==> src/rtl/uart_pkg.sv <==
// Shared definitions for the memory-mapped UART transmitter: register offsets,
// STATUS/CTRL bit positions and the serialiser state encoding.
package uart_pkg;

  localparam logic [1:0] REG_TXDATA  = 2'd0;
  localparam logic [1:0] REG_STATUS  = 2'd1;
  localparam logic [1:0] REG_CTRL    = 2'd2;
  localparam logic [1:0] REG_BAUDDIV = 2'd3;

  localparam int ST_FULL     = 0;
  localparam int ST_EMPTY    = 1;
  localparam int ST_BUSY     = 2;
  localparam int ST_IRQ_PEND = 3;
  localparam int ST_OVF      = 4;

  localparam int CTRL_EN     = 0;
  localparam int CTRL_IE     = 1;
  localparam int CTRL_PAR_EN = 2;
  localparam int CTRL_ODD    = 3;

  typedef enum logic [2:0] {
    S_IDLE,
    S_START,
    S_DATA,
    S_PARITY,
    S_STOP
  } tx_state_t;

endpackage

==> src/rtl/uart_tx_fifo.sv <==
// Synchronous TX byte FIFO with extra-MSB pointers; a push into a full FIFO
// is accepted only when a pop frees a slot on the same edge.
module uart_tx_fifo #(
  parameter int DEPTH = 8,
  parameter int WIDTH = 8
) (
  input  logic             clk,
  input  logic             rst,
  input  logic             push,
  input  logic             pop,
  input  logic [WIDTH-1:0] din,
  output logic [WIDTH-1:0] dout,
  output logic             full,
  output logic             empty
);

  localparam int AW = $clog2(DEPTH);

  logic [WIDTH-1:0] mem [DEPTH];
  logic [AW:0]      wr_ptr;
  logic [AW:0]      rd_ptr;
  logic             do_push;
  logic             do_pop;

  assign empty   = (wr_ptr == rd_ptr);
  assign full    = (wr_ptr[AW] != rd_ptr[AW]) && (wr_ptr[AW-1:0] == rd_ptr[AW-1:0]);
  assign do_pop  = pop && !empty;
  assign do_push = push && (!full || do_pop);
  assign dout    = mem[rd_ptr[AW-1:0]];

  always_ff @(posedge clk) begin
    if (rst) begin
      wr_ptr <= '0;
      rd_ptr <= '0;
    end else begin
      if (do_push) wr_ptr <= wr_ptr + 1'b1;
      if (do_pop)  rd_ptr <= rd_ptr + 1'b1;
    end
  end

  always_ff @(posedge clk) begin
    if (do_push) mem[wr_ptr[AW-1:0]] <= din;
  end

endmodule

==> src/rtl/uart_tx_mmio.sv <==
// Memory-mapped 8N1 UART transmitter on the data bus with TX FIFO and level irq.
// Define UART_PARITY_EN to add CTRL parity enable/odd bits and a PARITY frame slot.
module uart_tx_mmio
  import uart_pkg::*;
#(
  parameter int          FIFO_DEPTH  = 8,
  parameter logic [15:0] DEFAULT_DIV = 16'd433
) (
  input  logic        clk,
  input  logic        rst,
  input  logic        ce,
  input  logic        we,
  input  logic [31:0] addr,
  input  logic [31:0] wtData,
  output logic [31:0] rdData,
  output logic        txd,
  output logic        irq
);

  tx_state_t   state;
  tx_state_t   next_state;
  logic [1:0]  reg_sel;
  logic        wr;
  logic        push;
  logic        fifo_pop;
  logic        fifo_full;
  logic        fifo_empty;
  logic [7:0]  fifo_dout;
  logic        en;
  logic        ie;
  logic        par_en;
  logic        par_odd;
  logic        ovf;
  logic [15:0] bauddiv;
  logic [15:0] baud_cnt;
  logic        baud_zero;
  logic        bit_edge;
  logic [2:0]  bit_cnt;
  logic [7:0]  shift_reg;
  logic        par_bit;
  logic        busy;
  logic        irq_pend;
  logic        unused_bits;

  assign reg_sel     = addr[3:2];
  assign wr          = ce && we;
  assign push        = wr && (reg_sel == REG_TXDATA);
  assign baud_zero   = (baud_cnt == 16'd0);
  assign bit_edge    = (state != S_IDLE) && baud_zero;
  assign busy        = (state != S_IDLE);
  assign irq_pend    = fifo_empty && !busy;
  assign unused_bits = ^{addr[31:4], addr[1:0], wtData[31:16]};

  uart_tx_fifo #(
    .DEPTH(FIFO_DEPTH),
    .WIDTH(8)
  ) u_fifo (
    .clk  (clk),
    .rst  (rst),
    .push (push),
    .pop  (fifo_pop),
    .din  (wtData[7:0]),
    .dout (fifo_dout),
    .full (fifo_full),
    .empty(fifo_empty)
  );

  always_ff @(posedge clk) begin
    if (rst) begin
      en      <= 1'b0;
      ie      <= 1'b0;
      bauddiv <= DEFAULT_DIV;
      ovf     <= 1'b0;
    end else begin
      if (wr && reg_sel == REG_CTRL) begin
        en <= wtData[CTRL_EN];
        ie <= wtData[CTRL_IE];
      end
      if (wr && reg_sel == REG_BAUDDIV) bauddiv <= wtData[15:0];
      // A push is only lost when the FIFO is full and nothing drains this edge.
      if (push && fifo_full && !fifo_pop)
        ovf <= 1'b1;
      else if (wr && reg_sel == REG_STATUS && wtData[ST_OVF])
        ovf <= 1'b0;
    end
  end

`ifdef UART_PARITY_EN
  always_ff @(posedge clk) begin
    if (rst) begin
      par_en  <= 1'b0;
      par_odd <= 1'b0;
    end else if (wr && reg_sel == REG_CTRL) begin
      par_en  <= wtData[CTRL_PAR_EN];
      par_odd <= wtData[CTRL_ODD];
    end
  end
`else
  assign par_en  = 1'b0;
  assign par_odd = 1'b0;
`endif

  always_ff @(posedge clk) begin
    if (rst) state <= S_IDLE;
    else     state <= next_state;
  end

  always_comb begin
    next_state = state;
    fifo_pop   = 1'b0;
    unique case (state)
      S_IDLE: begin
        if (en && !fifo_empty) begin
          next_state = S_START;
          fifo_pop   = 1'b1;
        end
      end
      S_START:  if (baud_zero) next_state = S_DATA;
      S_DATA:   if (baud_zero && bit_cnt == 3'd7) next_state = par_en ? S_PARITY : S_STOP;
      S_PARITY: if (baud_zero) next_state = S_STOP;
      S_STOP: begin
        if (baud_zero) begin
          if (en && !fifo_empty) begin
            next_state = S_START;
            fifo_pop   = 1'b1;
          end else begin
            next_state = S_IDLE;
          end
        end
      end
      default:  next_state = S_IDLE;
    endcase
  end

  always_comb begin
    txd = 1'b1;
    unique case (state)
      S_START:  txd = 1'b0;
      S_DATA:   txd = shift_reg[0];
      S_PARITY: txd = par_bit;
      default:  txd = 1'b1;
    endcase
  end

  // Bit timer reloads from BAUDDIV at every boundary, so a new divisor only
  // affects the bit that starts after the write.
  always_ff @(posedge clk) begin
    if (rst)                       baud_cnt <= 16'd0;
    else if (fifo_pop || bit_edge) baud_cnt <= bauddiv;
    else if (!baud_zero)           baud_cnt <= baud_cnt - 1'b1;
  end

  always_ff @(posedge clk) begin
    if (rst) begin
      shift_reg <= 8'hFF;
      bit_cnt   <= 3'd0;
      par_bit   <= 1'b0;
    end else if (fifo_pop) begin
      shift_reg <= fifo_dout;
      bit_cnt   <= 3'd0;
      par_bit   <= (^fifo_dout) ^ par_odd;
    end else if (state == S_DATA && baud_zero) begin
      shift_reg <= {1'b0, shift_reg[7:1]};
      bit_cnt   <= bit_cnt + 1'b1;
    end
  end

  always_ff @(posedge clk) begin
    if (rst) irq <= 1'b0;
    else     irq <= ie && irq_pend;
  end

  always_comb begin
    rdData = 32'd0;
    if (ce && !we) begin
      unique case (reg_sel)
        REG_STATUS:  rdData = {27'd0, ovf, irq_pend, busy, fifo_empty, fifo_full};
        REG_CTRL:    rdData = {28'd0, par_odd, par_en, ie, en};
        REG_BAUDDIV: rdData = {16'd0, bauddiv};
        default:     rdData = 32'd0;
      endcase
    end
  end

endmodule

==> config.mk <==
export PLATFORM = sky130hd
export DESIGN_NAME = uart_tx_mmio
export DESIGN_NICKNAME = d
export VERILOG_FILES = /design/src/rtl/uart_pkg.sv /design/src/rtl/uart_tx_fifo.sv /design/src/rtl/uart_tx_mmio.sv
export SDC_FILE = /design/constraint.sdc
export NUM_CORES = 1
export LEC_CHECK = 0
export CAP_MARGIN = 10
export CORE_MARGIN = 10
export CORE_UTILIZATION = 39
export CTS_CLUSTER_SIZE = 24
export DETAILED_ROUTE_END_ITERATION = 16
export PLACE_DENSITY = 0.7
export SYNTH_ARGS = -nofsm -noshare
export SYNTH_HDL_FRONTEND = slang
export SYNTH_HIERARCHICAL = 1
export SYNTH_SLANG_ARGS = --single-unit
==> constraint.sdc <==
create_clock -name clk -period 3.35 [get_ports clk]
set_input_delay 0.335 -clock clk [delete_from_list [all_inputs] [get_ports clk]]
set_output_delay 0.335 -clock clk [all_outputs]
set_load 0.03 [all_outputs]
==> flow_summary.toml, run 1 <==
[run_status]
status = "complete, no violations"

[clock_tree]
cts_buffer_depth = 2
worstSkewPairLatency_ps = 430
cts_root_buf = "clkbuf_16"
htreeDepth = 4
ctsHoldBuffers = 0
cts_resized = 0
clock_sinks = 126
cts_made_buffers = 17
cts_tree = "done"
clk_pin_slew_worst_paths_ps = 60
postCtsSetupBuffers = 0

[power_and_ir_drop]
ir_worst_vdd_v = 0.0003487
p_sw_mw = 1.206
pwr-share-clk = 0.442
internal_power_mw = 3.228
p_leak_nw = 2.421
power_density_nw_per_um2 = 635.3
seqPwrFrac = 0.400
comb_power_share = 0.158
p_sw_frac = 0.2720
power_mw = 4.434

[timing]
rsz0062_at_grt = "false"
final.min_clock_period_ps = 2944
relSlewSlack = 0.4595
fmax_ghz = 0.3396
post-route-period-util = 0.8789
setup_viol = 0
drv_slew = 0
setup-tns-final_ps = 0
timing_hold_violations_final = 0
worst_slew_pin_slew_ps = 809.7
finalClockSkew_ps = 15.30

[cells_and_area]
drive_gt1_frac = 0.1619
antennaDiodeCount = 0
largest_reg_flops = 64
nets = 622
instances_no_fill = 746
final_cell_mix = "edfxtp_1 (64), dfxtp_1 (62), nand2_1 (47)"
layout_commonest_cell = "edfxtp_1"
synthToLayoutAreaGrowth_pct = 20.29

[placed_design]
portBuffers = 39
hpwlAfterDp_um = 8995
place_congestion = 0.8728
dp_cells = 714

[route]
routed_via_density = 5.448
drt-pass1-iter-count = 5
drt_iter0_drc = 299
wl_per_cell_um = 17.98
antenna_left = 0
wl_um = 13420
num_vias = 4064
drc = 0

[worst_setup_path]
cp-end-kind = "output pin"
critPathSlowestCell = "clkdlybuf4s50_1"
cp_common_cell = "nor2_1"
critPathMaxStageDelay_ps = 710
crit_arrival_ps = 2610
required_ps = 3010
path_max_fanout = 10
path_class = "flop to output pin"
critical_path.cell_chain = "xnor2_1 -> nand3_1 -> nor2_1 -> nand2_1 -> nor2_1 -> a21oi_1 -> nor2_1 -> clkdlybuf4s50_1"
worst_setup_path_start_kind = "flop"

[synthesis]
synth_compound_area_frac = 0.1100
synth_adder_area_share = 0.01078
synthMuxAreaShare = 0.09748
synthSimpleGateAreaFrac = 0.1542
yosys_warnings = 6
syn_avg_cell_area_um2 = 11.56
yosysSeqAreaShare = 0.5452
synth_cell_type_count = 65
synth-seq-cells = 126
synth_area_um2 = 5802
syn_inst = 502
synthFlopType = "edfxtp_1"
synth-edff-count = 64
synthArstFlopShare = 0
synth_xor_xnor_area_share = 0.03019
synth_top_family_by_area = "simple AND/OR/NAND/NOR gates"

[floorplanning]
fp.dieW_um = 142.0
core_um2 = 14530
dieHeight_um = 142.0
ios = 102
start_util = 0.3992
fp.dieArea_um2 = 20160
rows = 44

[job]
drv_cap = 0

[global_routing]
antenna_found_initial = 0
grt_max_degree = 50
grt_pass1_wl_um = 21650
grt_pass1_vias = 4021
grt_overflow_total = 0
grt_util_all_layers = 0.1356

[min_path]
hp-class = "primary input to flop"
## power by group through the flow
| stage | registers (mW) | logic (mW) | clock network (mW) |
|---|---|---|---|
| 5_1_grt | 1.78 | 0.777 | 2.06 |
| 4_1_cts | 1.77 | 0.692 | 1.99 |
| 3_5_place_dp | 1.80 | 0.683 | 0 |
| 6_report | 1.77 | 0.701 | 1.96 |
| 3_3_place_gp | 1.80 | 0.656 | 0 |
| 2_1_floorplan | 1.78 | 0.558 | 0 |
## worst paths after layout
kind,slack [ps],from,cells after the start,to
worst min register to register,460,shift_reg[4],1,shift_reg[4]
worst max-delay path,410,u_fifo/wr_ptr[0],8,rdData[3]
worst min-delay path,390,rst,3,bauddiv[5]
worst max register to register,680,u_fifo/wr_ptr[0],9,u_fifo/mem[2][7]
## final cells by class
class	count	area, um2
tap	184	230.2
inverter	9	33.78
timing repair buffer	57	520.5
multi-input combinational	338	2396
clock inverter	14	206.4
sequential	126	3163
fill	1295	7555
clock buffer	18	429.2
## kinds of logic (layout without fill, tap and decap cells)
family / after synthesis / after routing
buf+inv: 53 / 98
other cells: 1 / 16
fa+ha+maj: 5 / 5
xor+xnor: 20 / 20
flops: 126 / 126
simple gates: 168 / 168
mux: 35 / 35
compound gates: 94 / 94
## critical path, delay by kind of cell (launching register included)
kind	cells	cell delay [ps]
AO/OA/AOI/OAI	1	50
XOR/XNOR	1	210
AND/OR/NAND/NOR	5	690
buffers and inverters	1	710
flip-flops	1	530
## through the flow
step | worst slack [ps] | hold WS (ps) | util | area, um2
2_1_floorplan | 350.6 | 427.0 | - | 5858
3_3_place_gp | 566.0 | 439.0 | 0.4365 | 6344
3_5_place_dp | 537.3 | 445.9 | 0.4365 | 6344
4_1_cts | 385.9 | 374.9 | 0.4802 | 6979
5_1_grt | 240.0 | 411.3 | 0.4802 | 6979
6_report | 405.7 | 390.5 | 0.4802 | 6979
## synth_stat cells, types with 7 or more instances
| library cell | n | area [um2] |
|---|---|---|
| edfxtp_1 | 64 | 1922 |
| dfxtp_1 | 62 | 1241 |
| nand2_1 | 47 | 176.4 |
| nor2_1 | 35 | 131.4 |
| a21oi_1 | 28 | 140.1 |
| xnor2_1 | 18 | 157.7 |
| buf_4 | 17 | 127.6 |
| nor3_1 | 17 | 85.08 |
| o21ai_0 | 17 | 85.08 |
| mux4_2 | 16 | 360.4 |
| clkbuf_1 | 15 | 56.30 |
| and2_1 | 13 | 81.33 |
| mux2_2 | 12 | 135.1 |
| nand3_1 | 11 | 55.05 |
| a211oi_1 | 8 | 60.06 |
| inv_1 | 8 | 30.03 |
| mux2i_1 | 7 | 70.07 |
| nand4_1 | 7 | 43.79 |
## metal layers
metal  GRT usage  wire, um  vias up
li1            -         -     1920
met1      0.1689      5866     2014
met2      0.2218      6739      111
met5           0         0        -
met4     0.05379       244        0
met3     0.03271       566       19
Note: power is estimated with default switching activity, not from simulation.
==> run 2, diff against run 1 <==
CTS_CLUSTER_SIZE = unset   (was 24)
PLACE_DENSITY = 0.63   (was 0.7)
==> flow_summary.toml, run 2 (synthesis gave the netlist of run 1 again) <==
[placed_design]
placed_area_um2 = 6329
portBuffers = 39
hpwlAfterDp_um = 8853
dp_cells = 712
place_congestion = 0.8765

[cells_and_area]
antennaDiodeCount = 0
instances_no_fill = 744
largest_reg_flops = 64
nets = 620
layout_commonest_cell = "edfxtp_1"
synthToLayoutAreaGrowth_pct = 18.89
final_cell_mix = "edfxtp_1 (64), dfxtp_1 (62), nand2_1 (47)"
drive_gt1_frac = 0.1589
design_area_um2 = 6898
final_core_util = 0.4746
fillers = 1324

[worst_setup_path]
required_ps = 3010
crit_arrival_ps = 2680
cp_common_cell = "nor2_1"
rr_worst_depth = 10
critPathSlowestCell = "clkdlybuf4s50_1"
regToRegEndpoint = "u_fifo/rd_ptr[2]"
rrSetupSlack_ps = 620
worst_setup_path_start_kind = "flop"
path_class = "flop to output pin"
cp-end-kind = "output pin"
path_max_fanout = 9
critPathMaxStageDelay_ps = 720
r2r_start = "u_fifo/wr_ptr[1]"
critical_path.cell_chain = "xnor2_1 -> nand3_1 -> nor2_1 -> nand2_1 -> nor2_1 -> a21oi_1 -> nor2_1 -> clkdlybuf4s50_1"

[clock_tree]
htreeDepth = 4
cts_tree = "done"
worstSkewPairLatency_ps = 410
ctsHoldBuffers = 0
clk_pin_slew_worst_paths_ps = 60
cts_resized = 0
clock_sinks = 126
cts_root_buf = "clkbuf_16"
postCtsSetupBuffers = 0
cts_buffer_depth = 2
cts_made_buffers = 17

[global_routing]
met2_usage = 0.2057
top_usage_layer = "met2"
grt_use_met3 = 0.03605
global_route.usage.met1 = 0.1604
grt_overflow_total = 0
grt_pass1_vias = 3974
grt_max_degree = 50
grt_util_all_layers = 0.1276
antenna_found_initial = 0
grt_pass1_wl_um = 20480

[floorplanning]
start_util = 0.3992
fp.dieW_um = 142.0
dieHeight_um = 142.0
rows = 44
core_um2 = 14530
fp.dieArea_um2 = 20160
ios = 102

[power_and_ir_drop]
power_density_nw_per_um2 = 610.3
ir_worst_vdd_v = 0.0003178
seqPwrFrac = 0.421
p_sw_mw = 1.185
p_leak_nw = 2.383
pwr-share-clk = 0.416
comb_power_share = 0.163
p_sw_frac = 0.2815
internal_power_mw = 3.025

[route]
wl_um = 12550
routed_via_density = 5.261
antenna_left = 0
wl_per_cell_um = 16.87
drc = 0
num_vias = 3914
drt-pass1-iter-count = 5
drt_iter0_drc = 279

[timing]
finalClockSkew_ps = 7.695
drv_slew = 0
setup_viol = 0
post-route-period-util = 0.8996
setup-tns-final_ps = 0
rsz0062_at_grt = "false"
timing_hold_violations_final = 0
relSlewSlack = 0.4596
worst_slew_pin_slew_ps = 809.5
final.min_clock_period_ps = 3014
fmax_ghz = 0.3318

[job]
drv_cap = 0

[min_path]
min_delay_worst_endpoint = "bauddiv[4]"
min_path_cells = 3
hp-start = "rst"
hp-class = "primary input to flop"

[run_status]
status = "complete, no violations"
==> run 2: worst max-delay path by stage <==
stage,start,to,cells past startpoint
floorplan,baud_cnt[0],u_fifo/mem[0][0],8
global placement,addr[3],u_fifo/mem[0][6],5
detailed placement,addr[3],rdData[9],4
CTS,u_fifo/wr_ptr[0],rdData[3],8
global route,u_fifo/wr_ptr[0],rdData[3],8
finish,u_fifo/wr_ptr[1],rdData[3],8
==> run 2: critical path, delay by kind of cell, from the launching register on <==
family	cells	cell delay (ps)
buffers and inverters	1	720
xor gates and xnor gates	1	210
AOI/OAI and AO/OA	1	60
DFF	1	500
and+or+nand+nor	5	780
==> run 2: per-stage QoR <==
stage | total power, mW | hold slack [ps] | worst slack (ps)
after floorplan | 2.336 | 427.0 | 350.6
after global placement | 2.457 | 436.4 | 584.2
after detailed placement | 2.476 | 444.1 | 573.7
after CTS | 4.228 | 375.8 | 306.1
after global routing | 4.385 | 406.0 | 93.86
final | 4.210 | 368.2 | 336.2
==> run 2: layout make-up <==
class                           count  area (um2)  share of cell area
Clock buffer                       19       442.9             0.06421
Timing Repair Buffer               55       505.5             0.07328
Inverter                            9       33.78            0.004898
Sequential cell                   126        3163              0.4586
Tap cell                          184       230.2             0.03338
Clock inverter                     13       126.4             0.01832
Multi-Input combinational cell    338        2396              0.3474
==> run 2: layer usage <==
metal,vias to the layer above,routed length [um]
met3,16,555
met4,0,226
met2,90,6116
met5,-,0
li1,1924,-
met1,1884,5652
==> run 2: power by group through the flow <==
stage                     Sequential [mW]  Clock (mW)  Combinational (mW)
after floorplan                      1.78           0               0.558
after global placement               1.80           0               0.660
after detailed placement             1.80           0               0.676
after CTS                            1.77        1.78               0.682
after global routing                 1.78        1.84               0.761
final                                1.77        1.75               0.686
